===== config.mk =====
export PLATFORM = sky130hd
export DESIGN_NAME = baud_gen_frac_of_verifla
export DESIGN_NICKNAME = d
export VERILOG_FILES = /design/src/rtl/baud_gen_frac_of_verifla.sv
export SDC_FILE = /design/constraint.sdc
export NUM_CORES = 1
export LEC_CHECK = 0
export CORE_MARGIN = 1
export CORE_UTILIZATION = 52
export CTS_BUF_LIST = sky130_fd_sc_hd__clkbuf_4 sky130_fd_sc_hd__clkbuf_8 sky130_fd_sc_hd__clkbuf_16
export CTS_CLUSTER_DIAMETER = 200
export DETAILED_ROUTE_END_ITERATION = 12
export PLACE_DENSITY = 0.78
export SETUP_SLACK_MARGIN = 0.05
export SYNTH_ARGS = -nofsm -noshare
export SYNTH_HDL_FRONTEND = slang
export SYNTH_SLANG_ARGS = --single-unit

===== constraint.sdc =====
create_clock -name sys_clk -period 5.8 [get_ports sys_clk]
set_clock_uncertainty 0.05 [all_clocks]
set_input_delay 1.16 -clock sys_clk [delete_from_list [all_inputs] [get_ports sys_clk]]
set_output_delay 1.16 -clock sys_clk [all_outputs]
set_load 0.02 [all_outputs]

===== src/rtl/baud_gen_frac_of_verifla.sv =====
// Fractional baud-rate generator: programmable int/frac divisor, oversample, mid-bit and baud ticks.
// Optional BAUD_RESYNC_EN adds a resync input that realigns the bit timing to an RX start edge.
module baud_gen_frac_of_verifla #(
  parameter int CNT_WIDTH        = 16,
  parameter int FRAC_WIDTH       = 4,
  parameter int OVERSAMPLE       = 16,
  parameter int DEFAULT_DIV_INT  = 27,
  parameter int DEFAULT_DIV_FRAC = 0
) (
  input  logic                  sys_clk,
  input  logic                  sys_rst,
  input  logic                  en,
`ifdef BAUD_RESYNC_EN
  input  logic                  resync,
`endif
  input  logic                  div_load,
  input  logic [CNT_WIDTH-1:0]  div_int_in,
  input  logic [FRAC_WIDTH-1:0] div_frac_in,
  output logic                  div_busy,
  output logic                  os_tick,
  output logic                  half_tick,
  output logic                  baud_tick,
  output logic                  baud_clk
);

  localparam int OS_W = (OVERSAMPLE > 1) ? $clog2(OVERSAMPLE) : 1;
  localparam logic [OS_W-1:0] OS_LAST      = OS_W'(OVERSAMPLE - 1);
  localparam logic [OS_W-1:0] OS_HALF_LAST = OS_W'(OVERSAMPLE / 2 - 1);

  logic [CNT_WIDTH-1:0]  cnt;
  logic [CNT_WIDTH-1:0]  div_int;
  logic [CNT_WIDTH-1:0]  shadow_int;
  logic [FRAC_WIDTH-1:0] div_frac;
  logic [FRAC_WIDTH-1:0] shadow_frac;
  logic [FRAC_WIDTH-1:0] acc;
  logic                  ext;
  logic [OS_W-1:0]       os_cnt;

  logic [CNT_WIDTH-1:0]  div_eff;
  logic [CNT_WIDTH:0]    period_last;
  logic                  wrap;
  logic                  resync_hit;
  logic                  apply;
  logic [FRAC_WIDTH-1:0] frac_used;
  logic [FRAC_WIDTH:0]   acc_sum;

  // The >= compare keeps the counter from running away if a shorter divisor
  // is applied while the counter already sits past the new terminal count.
  always_comb begin
    div_eff     = (div_int < CNT_WIDTH'(2)) ? CNT_WIDTH'(2) : div_int;
    period_last = {1'b0, div_eff} + (CNT_WIDTH+1)'(ext) - (CNT_WIDTH+1)'(1);
    wrap        = en && ({1'b0, cnt} >= period_last);
`ifdef BAUD_RESYNC_EN
    resync_hit  = resync;
`else
    resync_hit  = 1'b0;
`endif
    apply       = div_busy && (resync_hit || wrap || !en);
    frac_used   = apply ? shadow_frac : div_frac;
    acc_sum     = {1'b0, acc} + {1'b0, frac_used};
  end

  always_ff @(posedge sys_clk) begin
    if (sys_rst) begin
      cnt         <= '0;
      os_cnt      <= '0;
      acc         <= '0;
      ext         <= 1'b0;
      div_int     <= CNT_WIDTH'(DEFAULT_DIV_INT);
      div_frac    <= FRAC_WIDTH'(DEFAULT_DIV_FRAC);
      shadow_int  <= '0;
      shadow_frac <= '0;
      div_busy    <= 1'b0;
      os_tick     <= 1'b0;
      half_tick   <= 1'b0;
      baud_tick   <= 1'b0;
      baud_clk    <= 1'b0;
    end else begin
      os_tick   <= 1'b0;
      half_tick <= 1'b0;
      baud_tick <= 1'b0;

      // A load landing on the apply cycle stays pending: the old shadow is applied now.
      if (div_load) begin
        shadow_int  <= div_int_in;
        shadow_frac <= div_frac_in;
        div_busy    <= 1'b1;
      end else if (apply) begin
        div_busy    <= 1'b0;
      end

      if (apply) begin
        div_int  <= shadow_int;
        div_frac <= shadow_frac;
      end

      if (resync_hit) begin
        cnt      <= '0;
        os_cnt   <= '0;
        acc      <= '0;
        ext      <= 1'b0;
        baud_clk <= 1'b0;
      end else if (wrap) begin
        cnt            <= '0;
        os_tick        <= 1'b1;
        {ext, acc}     <= acc_sum;
        os_cnt         <= os_cnt + OS_W'(1);
        if (os_cnt == OS_LAST) begin
          baud_tick <= 1'b1;
          baud_clk  <= 1'b1;
        end
        if (os_cnt == OS_HALF_LAST) begin
          half_tick <= 1'b1;
          baud_clk  <= 1'b0;
        end
      end else if (en) begin
        cnt <= cnt + CNT_WIDTH'(1);
      end
    end
  end

endmodule

==> Word level (Yosys, flattened, before mapping) <==
Index checks and enable logic that the tools add are counted.
{ "word_totals": {"wordCells": 41, "inputBits": 24, "regBits": 70} }
{ "op_classes": {"n_reduce_logical": 9, "muxes": 9, "n_bitwise": 1, "n_lt_le_gt_ge": 2, "n_eq_ne": 2, "addsub": 5} }
{ "op_table": {"columns": ["cell", "n"], "rows": [
  ["$add A16 B1 Y17", 1],
  ["$ge A16 B17 Y1", 1],
  ["$sub A17 B1 Y17 const B", 1],
  ["$add A16 B1 Y16 const B", 1],
  ["$lt A16 B2 Y1 const B", 1],
  ["$mux W16", 1],
  ["$mux W1", 7],
  ["$add A4 B4 Y5", 1],
  ["$add A4 B1 Y4 const B", 1],
  ["$eq A4 B3 Y1 const B", 1],
  ["$eq A4 B4 Y1 const B", 1],
  ["$mux W4", 1],
  ["$reduce_bool A2 Y1", 2],
  ["$reduce_or A2 Y1", 2],
  ["$logic_and A1 B1 Y1", 2],
  ["$reduce_and A2 Y1", 1],
  ["$logic_not A1 Y1", 1],
  ["$logic_or A1 B1 Y1", 1],
  ["$not A1 Y1", 1]
]} }

==> Longest topological paths before layout <==
{ "logic_depth": {"word_depth": 10, "depth_mapped": 25, "depth_no_buf": 24} }

==> Worst setup path before layout <==
OpenSTA, ideal clock, no wires.
{ "synth_timing": {"path_kind": "register to register", "start": "reg div_int[4]", "end": "reg ext", "setup_slack_ns": 0.048, "path_buffers": 1, "setup_ns": 0.134, "stages_incl_launch_ff": 25, "t_arrival_ns": 5.568, "t_required_ns": 5.616, "path_cell_list": "dfxtp_1 -> or4_4 -> or3_1 -> nor2_1 -> nand2_1 -> o21ai_0 -> ha_1 -> nand2_1 -> or2_2 -> or3_1 -> or4_4 -> xor2_1 -> ha_1 -> nand4_1 -> nor2_1 -> a41oi_1 -> o211ai_1 -> and3_1 -> buf_2 -> mux2_2 -> ha_1 -> fa_1 -> a21o_1 -> a21oi_1 -> a211oi_1"} }
{ "synth_between": {"elab_chain_len": 10} }
{ "synth_rtl": {"columns": ["item", "line_no", "text"], "rows": [
  ["start: declaration", "31", "logic [CNT_WIDTH-1:0] div_int;"],
  ["start signal: assignment", "69", "div_int <= CNT_WIDTH'(DEFAULT_DIV_INT);"],
  ["start signal: assignment", "93", "div_int <= shadow_int;"],
  ["$lt A16 B2 Y1", "50", "div_eff = (div_int < CNT_WIDTH'(2)) ? CNT_WIDTH'(2) : div_int;"],
  ["$mux W16 *", "50", null],
  ["$add A16 B1 Y17 *", "51", "period_last = {1'b0, div_eff} + (CNT_WIDTH+1)'(ext) - (CNT_WIDTH+1)'(1);"],
  ["$sub A17 B1 Y17 *", "51", null],
  ["$ge A16 B17 Y1 *", "52", "wrap = en && ({1'b0, cnt} >= period_last);"],
  ["$logic_and A1 B1 Y1 *", "52", null],
  ["$logic_or A1 B1 Y1 *", "58", "apply = div_busy && (resync_hit || wrap || !en);"],
  ["$logic_and A1 B1 Y1 *", "58", null],
  ["$mux W4 *", null, null],
  ["net frac_used[0]", "44", "logic [FRAC_WIDTH-1:0] frac_used;"],
  ["$add A4 B4 Y5 *", "60", "acc_sum = {1'b0, acc} + {1'b0, frac_used};"],
  ["end signal: assignment", "106", "{ext, acc} <= acc_sum;"],
  ["end: declaration", "36", "logic ext;"]
]} }
Mark *: on every way through the listed nets, which the timed path passes. The rest lies on a longest branch.
A chain may end at the register's enable or synchronous reset.

==> Worst setup path in the final report <==
Same ends and word-level chain as after synthesis.

==> flow_summary_export.csv <==
group,metric,value,unit
global_route,grt_start_max_net_pins,41,
power_and_ir_drop,netSwitchingFraction,24.0,%
yosys,yosysSeqAreaShare,39.4,%
power_and_ir_drop,pwr-share-comb,9.7,%
placement,globalplace.congestion,0.898,
outcome,outcome,"complete, but fails checks",
routing,wirelength,7360,um
global_route,antenna_found_initial,0,
cts,clock-root-buffer,"clkbuf_8",
routing,ant_nets,0,
run,cap_violations,0,
yosys,yosys.area.top_type_share,39.4,%
yosys,yosysUniqueCellTypes,43,
yosys,yosysTopAreaCell,"dfxtp_1",
final_layout,seqCellArea,1400,sq um
critical_path,reg2reg_slack,-0.05,ns
yosys,synth_edf_count,0,
yosys,syn_area,3560,sq um
yosys,syn_area_per_cell,8.90,sq um
worst_hold_path,hp-class,"flip-flop to flip-flop",
critical_path,cp-start-kind,"flip-flop",
critical_path,cp.arrival,6.02,ns
global_route,grt-ovfl-total,0,
cts,ctsHtreeMaxLevel,3,
routing,drtPass1Iterations,11,
power_and_ir_drop,p_leak,1.75,nW
critical_path,cp_top_family,"simple AND/OR/NAND/NOR gates",
critical_path,path_cells,"or4_4 -> or3_4 -> nor2_4 -> nand2_2 -> o21ai_2 -> ha_2 -> nand2_2 -> or2_4 -> or3_4 -> or4_4 -> xor2_2 -> ha_1 -> nand4_1 -> nor2_2 -> a41oi_2 -> o211ai_1 -> and3_4 -> mux2_4 -> buf_6 -> fa_2 -> a21o_1 -> a21oi_2 -> a211oi_1",
sta,finalCritPeriodShare,101,%
global_route,use_met3,5.60,%
power_and_ir_drop,switchingPower,0.251,mW
cts,ctsLongestPathBuffers,2,
yosys,synth_fp_nets,449,
sta,maxSlewHeadroom,51.0,%
cts,clock_latency,0.35,ns
die,initial_core_util,54.8,%
final_layout,num_antenna_cells,0,
yosys,synthArstFlopShare,0,%
critical_path,slowest_stage,"or4_4",
global_route,grt_pass1_vias,2758,
global_route,grt_first_pass_wirelength,12100,um
yosys,synth_top_cells_by_area,"dfxtp_1 39%, mux2i_1 12%, ha_1 8.4%, nor2_1 6.4%, nand2_1 5.4%",
die,coreArea,6490,sq um
critical_path,r2r-start,"div_int[4]",
final_layout,syn_to_final_growth,22.5,%
routing,vias,2869,
cts,cts_made_buffers,9,
global_route,top_usage_layer,"met2",
sta,rsz0062_at_grt,"yes",
yosys,ys.warnings.count,0,
worst_hold_path,min_to,"half_tick",
critical_path,r2r-end,"ext",
die,rows,29,
critical_path,max_stage_delay,0.54,ns
global_route,use_met2,35.9,%
final_layout,multiInputGateArea,2180,sq um
worst_hold_path,hp-start,"os_cnt[3]",
sta,hold_viol_final,0,
placement,place_ws,-0.123,ns
global_route,gr-usage-met1,25.8,%
die,fp.dieH,84.8,um
cts,cts.reportedPaths.clkPinSlew,0.08,ns
yosys,netlist_instances,400,
final_layout,fillers,498,
placement,dp_hpwl,5120,um
sta,max_slew.worst_pin.slew,0.731,ns
routing,routedWlPerCell,14.1,um
sta,min_period,5.85,ns
critical_path,crit_buf_inv,1,
final_layout,final_cell_mix,"68 x dfxtp_1, 59 x nor2_1, 49 x nand2_1",
cts,clock-sinks,70,
critical_path,critical_path_class,"flip-flop to flip-flop",
power_and_ir_drop,power_frac_clock,41.9,%
die,die_x,84.8,um
sta,setup_viol,2,
final_layout,nets,490,
routing,drt_iter0_drc,174,
die,pin_count,29,
outcome,violations,"DRC, setup timing",
critical_path,crit_fanout,4,
final_layout,layout_commonest_cell,"dfxtp_1",
critical_path,required,5.97,ns
final_layout,final_util,67.2,%
placement,port_buffers,28,
critical_path,end_kind,"flip-flop",
die,die-area,7180,sq um
global_route,groute.usage.overall,21.0,%
sta,final_max_slew_viol_count,0,
yosys,ys_seq_elements,70,
routing,viasPerCell,5.49,
yosys,yosys_most_used_dff,"dfxtp_1",
power_and_ir_drop,pwr-share-seq,48.4,%
cts,tritoncts,"done",
final_layout,drive_gt1_share,15.7,%
sta,final.setup.worst_slack,-0.0457,ns
critical_path,rr_worst_depth,23,
power_and_ir_drop,p_per_area,240,nW/um^2
power_and_ir_drop,ir_worst_vdd,0.138,mV
sta,fmax,171,MHz
worst_hold_path,min_path_cells,1,
power_and_ir_drop,internal_power,0.794,mW
routing,drc_errors,1,
[state kept, by name (all words and copies together), names as in the netlist, 4 cells and up]
register	count
acc	4
div_int	16
os_cnt	4
div_frac	4
cnt	16
shadow_int	16
shadow_frac	4
[power by group through the flow]
stage	sequential, mW	combinational [mW]	clock, mW
global route	0.508	0.112	0.464
CTS	0.505	0.0945	0.448
global placement	0.516	0.0877	0
floorplan	0.514	0.0598	0
finish	0.506	0.101	0.438
detailed placement	0.517	0.0912	0
[through the flow]
| step | std cells | hold slack, ns | TNS, ns | power [mW] | area [sq um] |
|---|---|---|---|---|---|
| 3_5_place_dp | 500 | 0.388 | -0.312 | 0.608 | 3950 |
| 3_3_place_gp | 500 | 0.371 | 0 | 0.604 | 3950 |
| 2_1_floorplan | 400 | 0.355 | 0 | 0.574 | 3560 |
| 5_1_grt | 523 | 0.434 | -0.827 | 1.08 | 4360 |
| 4_1_cts | 518 | 0.400 | 0 | 1.05 | 4220 |
| 6_report | 523 | 0.400 | -0.0556 | 1.05 | 4360 |
[logic make-up after synthesis]
group / count (synthesis) / share of synthesized area, %
AOI/OAI and AO/OA: 47 / 8.12
muxes: 46 / 13.1
DFF: 70 / 39.4
adders and majority gates: 25 / 9.00
xor gates and xnor gates: 28 / 6.89
buffers and inverters: 25 / 3.13
and+or+nand+nor: 159 / 20.4
[repair_timing]
| action | CTS | global route |
|---|---|---|
| gates resized for setup | 9 | 22 |
| buffers inserted | 2 | 5 |
| endpoints found under the setup margin | 4 | 4 |
| hold buffers | 0 | 0 |
| pin swaps | 4 | 18 |
[cells in the mapped netlist, types with 2 or more instances]
library cell,n
o21ai_1,2
a31oi_1,2
or2_2,2
mux2_2,5
ha_1,24
nor2b_1,2
or4_4,2
dfxtp_1,70
a21o_1,2
buf_2,2
xnor2_1,12
clkbuf_1,9
nor2_1,61
mux2i_1,41
buf_6,2
nand2_1,51
and3_1,4
inv_1,7
a21oi_1,20
nor4_1,2
or3_1,4
o211ai_1,2
nand3_1,10
a211oi_1,3
nor3_1,6
o21ai_0,10
xor2_1,16
nand4_1,9
buf_1,4
[cell type report]
| type | count | area share, % |
|---|---|---|
| flip-flops and latches | 70 | 32.2 |
| inverters | 8 | 0.688 |
| clock buffers | 10 | 3.01 |
| clock inverters | 6 | 2.15 |
| multi-input cells | 305 | 49.9 |
| repair buffers | 47 | 9.87 |
| well taps | 77 | 2.21 |
[how the worst max path moves through the flow]
stage | start | to | slack (ns) | depth (start not counted)
finish | div_int[4] | ext | -0.05 | 23
global route | div_int[4] | ext | -0.26 | 23
CTS | div_int[4] | acc[3] | 0.06 | 24
detailed placement | div_int[4] | ext | -0.12 | 23
global placement | div_int[4] | ext | 0.07 | 23
floorplan | div_int[4] | ext | 0.08 | 24
[per-layer routing]
layer  vias to the layer above  part of all wire (%)
met4                         0                   1.9
met1                      1342                    47
met5                         -                     0
li1                       1465                     -
met3                        14                   2.9
met2                        48                    48
(Power assumes the default switching activity.)
